### config.mk
export PLATFORM = sky130hd
export DESIGN_NAME = bram_burst_arbiter
export DESIGN_NICKNAME = d
export VERILOG_FILES = /design/src/rtl/bram_burst_arbiter.sv
export SDC_FILE = /design/constraint.sdc
export NUM_CORES = 1
export LEC_CHECK = 0
export ABC_AREA = 1
export BUFFER_PORTS_ARGS = -buffer_cell sky130_fd_sc_hd__buf_2
export CAP_MARGIN = 20
export CORE_MARGIN = 10
export CORE_UTILIZATION = 45
export CTS_BUF_LIST = sky130_fd_sc_hd__clkbuf_2 sky130_fd_sc_hd__clkbuf_4 sky130_fd_sc_hd__clkbuf_8
export CTS_CLUSTER_SIZE = 12
export DETAILED_ROUTE_END_ITERATION = 16
export PLACE_DENSITY = 0.83
export SLEW_MARGIN = 20
export SYNTH_ARGS = -nofsm -noshare
export SYNTH_HDL_FRONTEND = slang
export SYNTH_SLANG_ARGS = --single-unit
### constraint.sdc
create_clock -name clk -period 1.9 [get_ports clk]
set_input_delay 0.095 -clock clk [delete_from_list [all_inputs] [get_ports clk]]
set_output_delay 0.095 -clock clk [all_outputs]
set_load 0.01 [all_outputs]
### src/rtl/bram_burst_arbiter.sv
// Round-robin burst arbiter sharing one BRAM port between two requesters.
// Generates sequential wrapping addresses, streams write data and returns read data.
module bram_burst_arbiter #(
  parameter int DWIDTH   = 16,
  parameter int AWIDTH   = 12,
  parameter int MEM_SIZE = 3840,
  parameter int LWIDTH   = 13
) (
  input  logic              clk,
  input  logic              rst,
  input  logic              req_0,
  input  logic              req_1,
  input  logic              req_we_0,
  input  logic              req_we_1,
  input  logic [AWIDTH-1:0] req_addr_0,
  input  logic [AWIDTH-1:0] req_addr_1,
  input  logic [LWIDTH-1:0] req_len_0,
  input  logic [LWIDTH-1:0] req_len_1,
  output logic              req_ack_0,
  output logic              req_ack_1,
  input  logic [DWIDTH-1:0] wr_data_0,
  input  logic [DWIDTH-1:0] wr_data_1,
  output logic              wr_ready_0,
  output logic              wr_ready_1,
  output logic [DWIDTH-1:0] rd_data,
  output logic              rd_valid_0,
  output logic              rd_valid_1,
  output logic              done_0,
  output logic              done_1,
  output logic              err,
  output logic              bram_ce,
  output logic              bram_we,
  output logic [AWIDTH-1:0] bram_addr,
  output logic [DWIDTH-1:0] bram_d,
  input  logic [DWIDTH-1:0] bram_q,
  output logic [1:0]        state_dbg
);

  localparam logic [AWIDTH-1:0] LAST_ADDR = AWIDTH'(MEM_SIZE - 1);

  typedef enum logic [1:0] {
    IDLE  = 2'd0,
    BURST = 2'd1,
    DRAIN = 2'd2
  } state_t;

  state_t state, state_nx;

  logic              last_grant;
  logic              id_q;
  logic              we_q;
  logic              err_pending;
  logic [AWIDTH-1:0] cur_addr;
  logic [LWIDTH-1:0] cnt;

  logic              grant_v;
  logic              grant_id;
  logic              sel_we;
  logic [AWIDTH-1:0] sel_addr;
  logic [LWIDTH-1:0] sel_len;
  logic              addr_ok;
  logic              in_burst;
  logic              in_drain;

  // Handshake: req_x is held high until the one-cycle req_ack_x pulse; requests
  // are only sampled in IDLE. While wr_ready_x is high the requester must present
  // a new beat every cycle; rd_valid_x qualifies rd_data for exactly one cycle.
  always_comb begin
    grant_v  = 1'b0;
    grant_id = 1'b0;
    if (state == IDLE) begin
      if (req_0 && req_1) begin
        grant_v  = 1'b1;
        grant_id = ~last_grant;
      end else if (req_0) begin
        grant_v  = 1'b1;
      end else if (req_1) begin
        grant_v  = 1'b1;
        grant_id = 1'b1;
      end
    end
    sel_we   = grant_id ? req_we_1   : req_we_0;
    sel_addr = grant_id ? req_addr_1 : req_addr_0;
    sel_len  = grant_id ? req_len_1  : req_len_0;
    addr_ok  = (sel_addr <= LAST_ADDR);
  end

  always_comb begin
    state_nx = state;
    case (state)
      IDLE:    if (grant_v) state_nx = (addr_ok && (sel_len != '0)) ? BURST : DRAIN;
      BURST:   if (cnt == LWIDTH'(1)) state_nx = DRAIN;
      DRAIN:   state_nx = IDLE;
      default: state_nx = IDLE;
    endcase
  end

  assign in_burst  = (state == BURST);
  assign in_drain  = (state == DRAIN);
  assign state_dbg = state;

  assign bram_ce    = in_burst;
  assign bram_we    = in_burst & we_q;
  assign bram_addr  = in_burst ? cur_addr : '0;
  assign bram_d     = (in_burst & we_q) ? (id_q ? wr_data_1 : wr_data_0) : '0;
  assign wr_ready_0 = in_burst & we_q & ~id_q;
  assign wr_ready_1 = in_burst & we_q & id_q;
  assign done_0     = in_drain & ~id_q;
  assign done_1     = in_drain & id_q;
  assign err        = in_drain & err_pending;
  assign rd_data    = bram_q;

  always_ff @(posedge clk) begin
    if (rst) begin
      state       <= IDLE;
      last_grant  <= 1'b1;
      id_q        <= 1'b0;
      we_q        <= 1'b0;
      err_pending <= 1'b0;
      cur_addr    <= '0;
      cnt         <= '0;
      req_ack_0   <= 1'b0;
      req_ack_1   <= 1'b0;
      rd_valid_0  <= 1'b0;
      rd_valid_1  <= 1'b0;
    end else begin
      state      <= state_nx;
      req_ack_0  <= grant_v & ~grant_id;
      req_ack_1  <= grant_v & grant_id;
      // BRAM read latency is one cycle, so the valid trails the read beat.
      rd_valid_0 <= in_burst & ~we_q & ~id_q;
      rd_valid_1 <= in_burst & ~we_q & id_q;
      if (grant_v) begin
        id_q        <= grant_id;
        we_q        <= sel_we;
        cur_addr    <= sel_addr;
        cnt         <= sel_len;
        last_grant  <= grant_id;
        err_pending <= ~addr_ok;
      end else if (in_burst) begin
        cnt      <= cnt - LWIDTH'(1);
        cur_addr <= (cur_addr == LAST_ADDR) ? '0 : cur_addr + AWIDTH'(1);
      end else if (in_drain) begin
        err_pending <= 1'b0;
      end
    end
  end

endmodule

After elaboration in Yosys (flattened, before gate mapping):

Cells that the tools add are included.

* register bits: 35
* input port bits: 104
* output and inout bits: 57
* logic and storage cells: 70

* $add $sub $neg: 2
* order comparisons: 1
* equal/unequal tests: 7
* muxes and demuxes: 25
* bitwise operators: 16
* reductions and logical operators: 8

Operators by type and width (count)
* 12-bit 2-to-1 mux: 5
* 13-bit 2-to-1 mux: 3
* 16-bit 2-to-1 mux: 2
* 13-bit by 1-bit equality test with 1-bit output (second input constant): 1
* 13-bit nonzero test: 1
* 13-bit by 1-bit subtractor with 13-bit output (second input constant): 1
* 12-bit by 1-bit adder with 12-bit output (second input constant): 1
* 12-bit equality test (second input constant): 1
* 12-bit <= comparator (second input constant): 1
* 1-bit bitwise AND: 11
* 1-bit 2-to-1 mux: 11
* 2-bit 2-to-1 mux: 3
* 1-bit inverter: 5
* 2-bit != test (second input constant): 2
* 2-bit one-hot mux with 2 select lines: 1
* 2-bit AND reduction: 2
* 2-bit nonzero test: 2
* 2-bit by 1-bit equality test with 1-bit output (second input constant): 1
* 2-bit equality test (second input constant): 1
* 1-bit logical AND: 2
* 2-bit zero test: 1
* 2-bit by 1-bit != test with 1-bit output (second input constant): 1

Longest topological paths before layout:

Gate-level depths: netlist (run 1).

* depth after elaboration: 10
* depth in mapped cells: 12
* depth with buffers taken out: 12

Least setup slack after synthesis (run 1):

No wires, ideal clock.

* kind: register -> output
* start point: register state[0], in the netlist state_dbg[0]
* end point: output port bram_d[10]
* data arrival time: 1466 ps
* data required time: 1805 ps
* path slack: 339 ps
* cell stages (with the launch flop): 7
* path buffers: 1
* path through: dfxtp_1 > nand2_1 > nor2_2 > inv_1 > nor2_2 > buf_4 > a22o_1

* longest elaborated chain between the ends: 3

RTL lines
* start: declaration: RTL line 47 `state_t state, state_nx;`
* start signal: assignment: RTL line 127 `state <= state_nx;`
* 2-bit by 1-bit equality test with 1-bit output: RTL line 98 `assign in_burst = (state == BURST);`
* 1-bit bitwise AND
* named net bram_we: RTL line 32 `output logic bram_we,`
* 16-bit 2-to-1 mux: RTL line 105 `assign bram_d = (in_burst & we_q) ? (id_q ? wr_data_1 : wr_data_0) : '0;`
* end: declaration: RTL line 34 `output logic [DWIDTH-1:0] bram_d,`

The timed path passes the listed nets, and every way through them passes these cells.

Final worst setup path (run 1):

* start point: register state[0], in the netlist state_dbg[0]
* end point: register cnt[11]

* longest elaborated chain between the ends: 4

RTL lines
* 2-bit zero test: RTL line 71 `if (state == IDLE) begin`
* 1-bit 2-to-1 mux: RTL line 71
* 13-bit 2-to-1 mux: RTL line 84 `sel_len = grant_id ? req_len_1 : req_len_0;`
* 13-bit 2-to-1 mux: RTL line 133 `if (grant_v) begin`
* end signal: assignment: RTL line 137 `cnt <= sel_len;`
* end signal: assignment: RTL line 141 `cnt <= cnt - LWIDTH'(1);`
* end: declaration: RTL line 54 `logic [LWIDTH-1:0] cnt;`

Parallel ways exist; a longest one is shown, timed or not.
A chain may end at the register's enable or synchronous reset.

==> key figures, run 1 <==
Outcome
  – Status: finished clean

GRT
  – GRT overflow: 0
  – First-pass GRT wire length: 14,700 um
  – Vias in the first global route: 3,016
  – Initial antenna violation count: 0
  – GR Util All Layers: 0.182
  – Largest net degree at the start of global routing: 24

Critical path
  – Critical path launch point type: flop
  – Critical path class: reg -> reg
  – Critical path peak fanout: 10
  – CP required: 2.11 ns
  – Crit path DAT: slightly below 2 ns
  – Crit. End Element: flop

Power
  – Clock power share: 0.191
  – Max IR drop VDD: just over 0.0005 V
  – Internal power: 1.68 mW
  – Sequential Power Share: 0.345
  – Sw Ratio: 0.423
  – P_leak: between 1.5 and 2 nW
  – P_sw: 1.23 mW
  – Gate power share: 0.464
  – Pwr Density: 861 mW/mm2

Logic synthesis
  – Commonest register cell after synthesis: dfxtp_1
  – Synth Warn #: 0
  – Post-synth cell types: 42
  – Post-synth ARST share: 0
  – Post-synthesis sequential area ratio: 0.260
  – Flops & latches, synth: 35
  – Total nets after synthesis: 524
  – Mapped Cells: 417
  – Cell area after synthesis: 0.00269 mm2
  – Syn Area/Cell: 6.45 um2
  – Post-synth EDFFs: 0

Routing
  – DR vias/cell: 5.31
  – Wire per inst: 15.5 um
  – TritonRoute pass-1 iters: 5
  – Routed Antenna Nets: 0
  – Routed wire length: around 9400 um
  – DR iter-0 viols: 258
  – Vias: 3,216
  – DRC Markers: 0

Layout
  – Antenna cells: 0
  – Register area: 702 um2
  – Post-layout instance area: 0.00338 mm2
  – Commonest non-fill, non-tap cell in the layout: buf_2
  – Filler cell count in the final layout: between 500 and 600
  – P&R area growth vs syn: 25.5%
  – Share of layout cells above drive strength 1: 0.315
  – Multi-input gate area: 0.00157 mm2
  – Most frequent cells in the layout: 128 x buf_2, 83 x nand2_1, 54 x inv_1, 47 x nor2_1, 34 x dfxtp_1
  – Post-Layout Cell Count: 606
  – Nets: 638

Die
  – Die W: 97.3 um
  – Die Ht: 97.3 um
  – Rows: 28
  – Initial Utilization: 0.460
  – I/O pin count: 161
  – Die ar.: 0.00947 mm2
  – Std-Cell Core Area: between 0.005 and 0.006 mm2

Placed design
  – Gpl congestion: 0.926
  – Placed Cells: 598
  – Number of port buffers: 128
  – HPWL Detailed: around 7600 um
  – Post-Place Cell Area: 0.00328 mm2

Timing
  – Clk_skew: 0.00462 ns
  – Hold Violations, Final: 0
  – Least-Margin Pin Slew: 0.461 ns
  – Fin crit period: 1.75 ns
  – Max transition margin: 0.692
  – Slew Limit Fails: 0
  – Final setup viols: 0
  – Setup TNS: 0 ns
  – Max Clock Freq: 572 MHz
  – Period utilization: 0.920

Clock network
  – Clk root buf: clkbuf_8
  – Hold-fix buffers, CTS: 0
  – Clk buf depth: 2
  – # clock sinks: 35
  – H-tree depth: 2
  – CTS Buf Count: 5
  – CTS tree: done
  – Clock-pin slew on the worst setup and hold paths: 0.07 ns
  – Worst-Skew Late Latency: roughly 0.29 ns

Run
  – Max_cap viols: 0

Min path
  – Worst min path class: in -> reg
[metrics by stage]
| step | worst slack (ns) | hold slack, ns | util | power, mW |
|---|---|---|---|---|
| global route | -0.000700 | 0.107 | 0.577 | 3.13 |
| floorplan | 0.339 | 0.252 | - | 1.95 |
| global placement | 0.240 | 0.190 | 0.560 | 2.30 |
| detailed placement | 0.195 | 0.190 | 0.560 | 2.33 |
| finish | 0.152 | 0.0835 | 0.577 | 2.91 |
| CTS | 0.0382 | 0.0818 | 0.575 | 2.88 |
[what timing repair did]
action	4_1_cts	5_1_grt
endpoints found under the setup margin	0	17
setup buffers	0	0
resized for setup	0	2
[final cells by class]
| cell class | instances | share of cell area |
|---|---|---|
| Clock buffer | 6 | 0.0244 |
| Clock inverter | 1 | 0.00148 |
| Inverter | 55 | 0.0611 |
| Multi-Input combinational cell | 295 | 0.463 |
| Sequential cell | 35 | 0.208 |
| Tap cell | 75 | 0.0278 |
| Timing Repair Buffer | 139 | 0.214 |
[cell families (layout without fill, tap and decap cells)]
| kind of cell | Yosys count | count (layout) | synth area share |
|---|---|---|---|
| AND/OR/NAND/NOR | 184 | 185 | 0.304 |
| adder cells (fa/ha/maj) | 3 | 3 | 0.0139 |
| buffers and inverters | 88 | 201 | 0.163 |
| XOR/XNOR | 7 | 7 | 0.0228 |
| AO/OA/AOI/OAI | 100 | 100 | 0.237 |
| flip-flops | 35 | 35 | 0.260 |
[metal layers]
metal | global-route usage | vias to the layer above | wire length, um
met3 | 0.0469 | 19 | 944
met2 | 0.309 | 188 | 4360
met1 | 0.222 | 1414 | 3950
met5 | 0 | - | 0
li1 | - | 1595 | -
met4 | 0.0515 | 0 | 139
[worst paths after layout]
kind	startpoint	endpoint	slack, ns	cells past startpoint
min	req_we_0	we_q	0.08	3
max reg2reg	state_dbg[0]	cnt[11]	0.15	8
max	state_dbg[0]	cnt[11]	0.15	8
min reg2reg	id_q	rd_valid_0	0.47	1
[state kept, by name, summed over array words and instances (netlist names)]
register	cells
we_q	1
cnt	13
last_grant	1
req_ack_1	1
rd_valid_0	1
state_dbg	2
id_q	1
cur_addr	12
req_ack_0	1
err_pending	1
rd_valid_1	1
[power by group through the flow]
stage	clock network (mW)	registers [mW]	logic, mW
after global routing	0.595	1.03	1.51
after detailed placement	0	1.01	1.32
after CTS	0.561	0.997	1.32
after global placement	0	1.01	1.29
final	0.555	1.00	1.35
after floorplan	0	0.995	0.958
[Yosys cell counts (5+ instances only)]
master | count | share of area
nand2_1 | 84 | 0.12
inv_1 | 54 | 0.075
nor2_1 | 47 | 0.066
dfxtp_1 | 35 | 0.26
o21ai_0 | 26 | 0.048
buf_4 | 21 | 0.059
a21oi_1 | 17 | 0.032
a22o_1 | 16 | 0.052
nand3_1 | 15 | 0.028
nor3_1 | 11 | 0.020
a31oi_1 | 9 | 0.021
nand4_1 | 8 | 0.019
o22ai_1 | 8 | 0.019
o21ai_1 | 6 | 0.011
xor2_1 | 6 | 0.020
buf_2 | 5 | 0.0093
[critical path, cell delays in order (launching register included)]
cell	delay (ns)
dfxtp_1	0.36
nor2_4	0.28
nand2_1	0.18
inv_1	0.28
buf_4	0.23
nand2_1	0.09
o21ai_1	0.08
inv_1	0.05
a21oi_1	0.13
Power figures use the tool's default switching activity.
==> inputs of run 2 (changes only) <==
--- a/config.mk
+++ b/config.mk
@@ -9,11 +9,12 @@
 export BUFFER_PORTS_ARGS = -buffer_cell sky130_fd_sc_hd__buf_2
 export CAP_MARGIN = 20
 export CORE_MARGIN = 10
-export CORE_UTILIZATION = 45
+export CORE_UTILIZATION = 25
 export CTS_BUF_LIST = sky130_fd_sc_hd__clkbuf_2 sky130_fd_sc_hd__clkbuf_4 sky130_fd_sc_hd__clkbuf_8
 export CTS_CLUSTER_SIZE = 12
 export DETAILED_ROUTE_END_ITERATION = 16
-export PLACE_DENSITY = 0.83
+export PLACE_DENSITY = 0.51
+export SETUP_SLACK_MARGIN = 0.4
 export SLEW_MARGIN = 20
 export SYNTH_ARGS = -nofsm -noshare
 export SYNTH_HDL_FRONTEND = slang
==> run 2 against run 1 <==
Power is 20% higher; utilization is 18 points lower; largest cell class unchanged; wire length is 19% higher; non-clock buffer count is 32 higher; clock-buffer cell count is 2 higher; register-to-register slack better by 0.19 ns; fmax is 7.8% higher; highest routed layer unchanged.
==> key figures, run 2 (same netlist as run 1, synthesis figures left out) <==
Outcome
  – Status: finished clean (unchanged)

Min path
  – Hold path cells: 3 (unchanged)
  – Worst min path class: in -> reg (unchanged)
  – Min-delay src: req_we_0 (unchanged)
  – Worst Hold Endpoint: we_q (unchanged)

Placed design
  – Post-Place Cell Area: 0.00337 mm2 (was 0.00328 mm2)
  – HPWL Detailed: 8490 um (was 7580 um)
  – Gpl congestion: 0.902 (was 0.926)
  – Number of port buffers: 128 (unchanged)
  – Pre-CTS WS: 0.162 ns (was 0.195 ns)

Layout
  – P&R area growth vs syn: 52.7% (was 25.5%)
  – Most frequent cells in the layout: 123 x buf_2, 71 x nand2_1, 46 x inv_1, 34 x nor2_1, 33 x buf_4 (was 128 x buf_2, 83 x nand2_1, 54 x inv_1, 47 x nor2_1, 34 x dfxtp_1)
  – Filler cell count in the final layout: 1,101 (was 559)
  – Antenna cells: 0 (unchanged)
  – Most flop-heavy register: cnt (unchanged)
  – Max reg flops: 13 (unchanged)
  – Nets: 672 (was 638)
  – Post-layout instance area: 0.00411 mm2 (was 0.00338 mm2)
  – Share of layout cells above drive strength 1: 0.458 (was 0.315)
  – Commonest non-fill, non-tap cell in the layout: buf_2 (unchanged)

Power
  – Pwr Density: 852 mW/mm2 (was 861 mW/mm2)
  – P_leak: 2.01 nW (was 1.78 nW)
  – Max IR drop VDD: 0.000330 V (was 0.000513 V)

GRT
  – First-pass GRT wire length: 17,000 um (was 14,700 um)
  – Vias in the first global route: 3,424 (was 3,016)
  – GRT overflow: 0 (unchanged)
  – Initial antenna violation count: 0 (unchanged)
  – GR Util All Layers: 0.138 (was 0.182)
  – Largest net degree at the start of global routing: 21 (was 24)

Critical path
  – CP required: 1.80 ns (was 2.11 ns)
  – R2R depth: 10 (was 8)
  – Crit. End Element: output port (was flop)
  – Reg2reg end: state_dbg[0] (was cnt[11])
  – FF-to-FF Start: last_grant (was state_dbg[0])
  – Critical path launch point type: flop (unchanged)
  – R2R setup slack: 0.34 ns (was 0.15 ns)
  – Crit path DAT: 1.53 ns (was 1.96 ns)
  – Critical path peak fanout: 7 (was 10)
  – Critical path class: reg -> out (was reg -> reg)

Timing
  – Final worst setup slack: 0.278 ns (was 0.152 ns)
  – Least-Margin Pin Slew: 0.584 ns (was 0.461 ns)
  – Hold Violations, Final: 0 (unchanged)
  – Max Clock Freq: 617 MHz (was 572 MHz)
  – RSZ-0062 raised after global routing: yes
  – Fin crit period: 1.62 ns (was 1.75 ns)
  – Setup TNS: 0 ns (unchanged)
  – Slew Limit Fails: 0 (unchanged)
  – Max transition margin: 0.610 (was 0.692)
  – Period utilization: 0.854 (was 0.920)
  – Final setup viols: 0 (unchanged)
  – Clk_skew: 0.00922 ns (was 0.00462 ns)

Routing
  – Wire per inst: 15.9 um (was 15.5 um)
  – DR iter-0 viols: 137 (was 258)
  – TritonRoute pass-1 iters: 4 (was 5)
  – DRC Markers: 0 (unchanged)
  – Routed Antenna Nets: 0 (unchanged)
  – Routed wire length: 11,100 um (was 9390 um)
  – DR vias/cell: 4.80 (was 5.31)
  – Vias: 3,370 (was 3,216)

Clock network
  – Clock-pin slew on the worst setup and hold paths: 0.08 ns (was 0.07 ns)
  – CTS tree: done (unchanged)
  – H-tree depth: 2 (unchanged)
  – # clock sinks: 35 (unchanged)
  – Worst-Skew Late Latency: 0.30 ns (was 0.29 ns)
  – CTS Buf Count: 5 (unchanged)
  – Clk root buf: clkbuf_8 (unchanged)
  – Clk buf depth: 2 (unchanged)

Die
  – Initial Utilization: 0.258 (was 0.460)
  – Die W: 124 um (was 97.3 um)
  – Rows: 37 (was 28)
  – Die ar.: 0.0153 mm2 (was 0.00947 mm2)
  – Die Ht: 124 um (was 97.3 um)
  – Std-Cell Core Area: 0.0104 mm2 (was 0.00585 mm2)
  – I/O pin count: 161 (unchanged)

Run
  – Max_cap viols: 0 (unchanged)
## run 2: changes by cell type in the layout (fill, tap and decap cells not counted), sizes merged
| cell | change |
|---|---|
| buf | +32 |
| nand3 | +2 |
| clkinvlp | +2 |
| clkinv | -1 |
| inv | -2 |
| clkbuf | +2 |
## run 2: power by group
part | switching (mW) | total, mW | internal, mW
clock | 0.294 | 0.640 | 0.346
combinational | 1.04 | 1.82 | 0.784
sequential | 0.148 | 1.04 | 0.891
total | 1.48 | 3.50 | 2.02
## run 2: timing repair
action                                  in CTS  in global routing
cloned                                       3                  1
endpoints found under the setup margin      58                 53
gates resized for setup                     44                 57
pin swaps                                    8                 28
buffers inserted                            19                 13
hold buffers                                 0                  0
## run 2: layout make-up
class / count / area, um2 / area share
clock buffers: 8 / 104 / 0.0253
inverters: 55 / 221 / 0.0539
multi-input cells: 297 / 1820 / 0.443
flip-flops and latches: 35 / 722 / 0.176
well taps: 136 / 170 / 0.0414
repair buffers: 171 / 1070 / 0.261
## run 2: per-layer routing
metal	track usage	wire [um]	share of wire	vias up
met2	0.229	4910	0.44	148
met1	0.167	4750	0.43	1527
met3	0.0389	1230	0.11	23
met5	0	0	0	-
li1	-	-	-	1672
met4	0.0451	235	0.021	0
## run 2: worst max-delay path, cell delays in order (launching register included)
cell and delay [ns]:
dfxtp_4 0.38, inv_4 0.06, nand2_4 0.07, nor2_4 0.09, inv_2 0.07, nor2_4 0.13, buf_6 0.14, a22o_1 0.16
buf_2 0.14
## run 2: worst max-delay path by stage
stage | from | end | slack [ns]
finish | state_dbg[1] | bram_d[3] | 0.28
global route | state_dbg[1] | bram_d[3] | 0.20
CTS | state_dbg[1] | bram_d[3] | 0.25
detailed placement | state_dbg[1] | state_dbg[1] | 0.16
global placement | state_dbg[1] | state_dbg[1] | 0.23
floorplan | state_dbg[1] | bram_d[10] | 0.41
## run 2: per-stage QoR
stage,utilization,cells,power [mW],hold slack (ns)
2_1_floorplan,-,417,1.96,0.252
3_3_place_gp,0.323,658,2.38,0.190
3_5_place_dp,0.323,658,2.38,0.190
4_1_cts,0.367,688,3.26,0.0721
5_1_grt,0.394,702,3.76,0.0828
6_report,0.394,702,3.50,0.0714
==> inputs of run 3 (changes only) <==
--- a/config.mk
+++ b/config.mk
@@ -13,6 +13,7 @@
 export CTS_BUF_LIST = sky130_fd_sc_hd__clkbuf_2 sky130_fd_sc_hd__clkbuf_4 sky130_fd_sc_hd__clkbuf_8
 export CTS_CLUSTER_SIZE = 12
 export DETAILED_ROUTE_END_ITERATION = 16
+export MAX_ROUTING_LAYER = met4
 export PLACE_DENSITY = 0.51
 export SETUP_SLACK_MARGIN = 0.4
 export SLEW_MARGIN = 20
==> run 3 against run 2 <==
Via count down 0.12%; sequential share of layout area decreased by 0.99 points; final area increased by 6.2%; critical path type unchanged; critical endpoint is now bram_d[15]; largest power group unchanged.
==> key figures, run 3 (same netlist as run 1, synthesis figures left out) <==
Outcome
  – Status: finished clean (unchanged)

Power
  – Pwr Density: 862 mW/mm2 (was 852 mW/mm2)
  – P_leak: 2.07 nW (was 2.01 nW)
  – Max IR drop VDD: 0.000356 V (was 0.000330 V)
  – Pwr Total: 3.76 mW (was 3.50 mW)

Timing
  – Final setup viols: 0 (unchanged)
  – Period utilization: 0.849 (was 0.854)
  – Clk_skew: 0.0120 ns (was 0.00922 ns)
  – Setup TNS: 0 ns (unchanged)
  – Least-Margin Pin Slew: 0.542 ns (was 0.584 ns)
  – Max transition margin: 0.638 (was 0.610)
  – Final hold slack: 0.0655 ns (was 0.0714 ns)
  – RSZ-0062 raised after global routing: yes (unchanged)
  – Hold Violations, Final: 0 (unchanged)
  – Max Clock Freq: 620 MHz (was 617 MHz)
  – Final worst setup slack: 0.286 ns (was 0.278 ns)
  – Slew Limit Fails: 0 (unchanged)
  – Fin crit period: 1.61 ns (was 1.62 ns)

Clock network
  – H-tree depth: 2 (unchanged)
  – Clock-pin slew on the worst setup and hold paths: 0.08 ns (about the same)
  – Clk buf depth: 2 (unchanged)
  – Clk root buf: clkbuf_8 (unchanged)
  – Worst-Skew Late Latency: 0.30 ns (about the same)
  – # clock sinks: 35 (unchanged)
  – CTS tree: done (unchanged)
  – Hold-fix buffers, CTS: 0 (unchanged)
  – CTS Buf Count: 5 (unchanged)

Placed design
  – Pre-CTS WS: 0.156 ns (was 0.162 ns)
  – Number of port buffers: 128 (unchanged)
  – HPWL Detailed: 8440 um (was 8490 um)
  – Placed Cells: 658 (unchanged)
  – Gpl congestion: 0.911 (was 0.902)

GRT
  – GR Util All Layers: 0.138 (about the same)
  – First-pass GRT wire length: 16,600 um (was 17,000 um)
  – Vias in the first global route: 3,334 (was 3,424)
  – Largest net degree at the start of global routing: 21 (unchanged)
  – GRT overflow: 0 (unchanged)
  – Initial antenna violation count: 0 (unchanged)

Layout
  – Commonest non-fill, non-tap cell in the layout: buf_2 (unchanged)
  – Post-Layout Cell Count: 708 (was 702)
  – Most flop-heavy register: cnt (unchanged)
  – Antenna cells: 0 (unchanged)
  – Nets: 679 (was 672)
  – Max reg flops: 13 (unchanged)
  – Filler cell count in the final layout: 1,067 (was 1,101)
  – Register area: 723 um2 (was 722 um2)
  – Multi-input gate area: 0.00197 mm2 (was 0.00182 mm2)
  – P&R area growth vs syn: 62.1% (was 52.7%)
  – Most frequent cells in the layout: 118 x buf_2, 63 x nand2_1, 45 x inv_1, 32 x buf_4, 28 x nor2_1 (was 123 x buf_2, 71 x nand2_1, 46 x inv_1, 34 x nor2_1, 33 x buf_4)
  – Share of layout cells above drive strength 1: 0.503 (was 0.458)

Critical path
  – Critical path launch point type: flop (unchanged)
  – Crit path DAT: 1.52 ns (was 1.53 ns)
  – CP cell instances: inv_4, nand2_4, nor2_4, inv_2, nor2_4, buf_6, a22o_1, buf_2 (unchanged)
  – Critical path peak fanout: 7 (unchanged)
  – Crit. End Element: output port (unchanged)
  – CP required: 1.80 ns (about the same)
  – Crit-path most repeated cell: nor2_4 (unchanged)
  – Critical path class: reg -> out (unchanged)
  – Crit path max-delay cell type: dfxtp_4 (unchanged)
  – Worst path max stage delay: 0.38 ns (about the same)

Die
  – Die ar.: 0.0153 mm2 (unchanged)
  – I/O pin count: 161 (unchanged)
  – Die Ht: 124 um (unchanged)
  – Rows: 37 (unchanged)
  – Std-Cell Core Area: 0.0104 mm2 (unchanged)
  – Initial Utilization: 0.258 (unchanged)
  – Die W: 124 um (unchanged)

Routing
  – Routed wire length: 11,200 um (was 11,100 um)
  – Wire per inst: 15.9 um (about the same)
  – DRC Markers: 0 (unchanged)
  – DR vias/cell: 4.75 (was 4.80)
  – Routed Antenna Nets: 0 (unchanged)
  – Vias: 3,366 (was 3,370)
  – TritonRoute pass-1 iters: 4 (unchanged)
  – DR iter-0 viols: 162 (was 137)

Min path
  – Worst min path class: in -> reg (unchanged)

Run
  – Max_cap viols: 0 (unchanged)
## run 3: cell count changes in the layout (fill, tap and decap cells not counted), sizes merged
cell	change
buf	+4
bufinv	+1
clkbuf	-1
clkinvlp	+1
nor2	+1
## run 3: power by group
part / internal, mW / leakage (nW) / total (mW) / switching (mW)
logic: 0.895 / 1.72 / 2.03 / 1.13
clock network: 0.399 / 0.0547 / 0.683 / 0.284
registers: 0.891 / 0.293 / 1.05 / 0.159
## run 3: worst paths after layout
kind	from	endpoint	slack, ns	cells past startpoint
max	state_dbg[1]	bram_d[15]	0.29	8
min	req_we_0	we_q	0.07	3
max reg2reg	state_dbg[1]	cnt[5]	0.31	8
min reg2reg	cnt[12]	cnt[12]	0.49	2
## run 3: metrics by stage
stage          cell area, um2  utilization
6_report                 4360        0.419
5_1_grt                  4360        0.419
4_1_cts                  3850        0.370
3_5_place_dp             3370        0.323
3_3_place_gp             3370        0.323
2_1_floorplan            2700            -
## run 3: metal layers
layer	track usage	routed length [um]	vias up
met5	-	0	-
met4	0.0400	195	0
met3	0.0299	1080	21
met2	0.217	4940	148
met1	0.174	5020	1510
li1	-	-	1687
## run 3: critical path, delay by kind of cell (launching register included)
family | cells | cell delay (ns)
AO/OA/AOI/OAI | 1 | 0.15
buffers and inverters | 4 | 0.40
flip-flops | 1 | 0.38
AND/OR/NAND/NOR | 3 | 0.28
## run 3: what timing repair did
item,in CTS,in global routing
setup buffers,21,15
setup endpoints to repair,58,57
resized for setup,52,102
pin swaps,22,35
cloned,4,3
## run 3: layout make-up
cell class | count | share of cell area
multi-input combinational | 298 | 0.451
timing repair buffer | 176 | 0.268
sequential | 35 | 0.166
inverter | 55 | 0.0508
tap | 136 | 0.0390
clock buffer | 6 | 0.0175
clock inverter | 1 | 0.00688
timing repair inverter | 1 | 0.00115
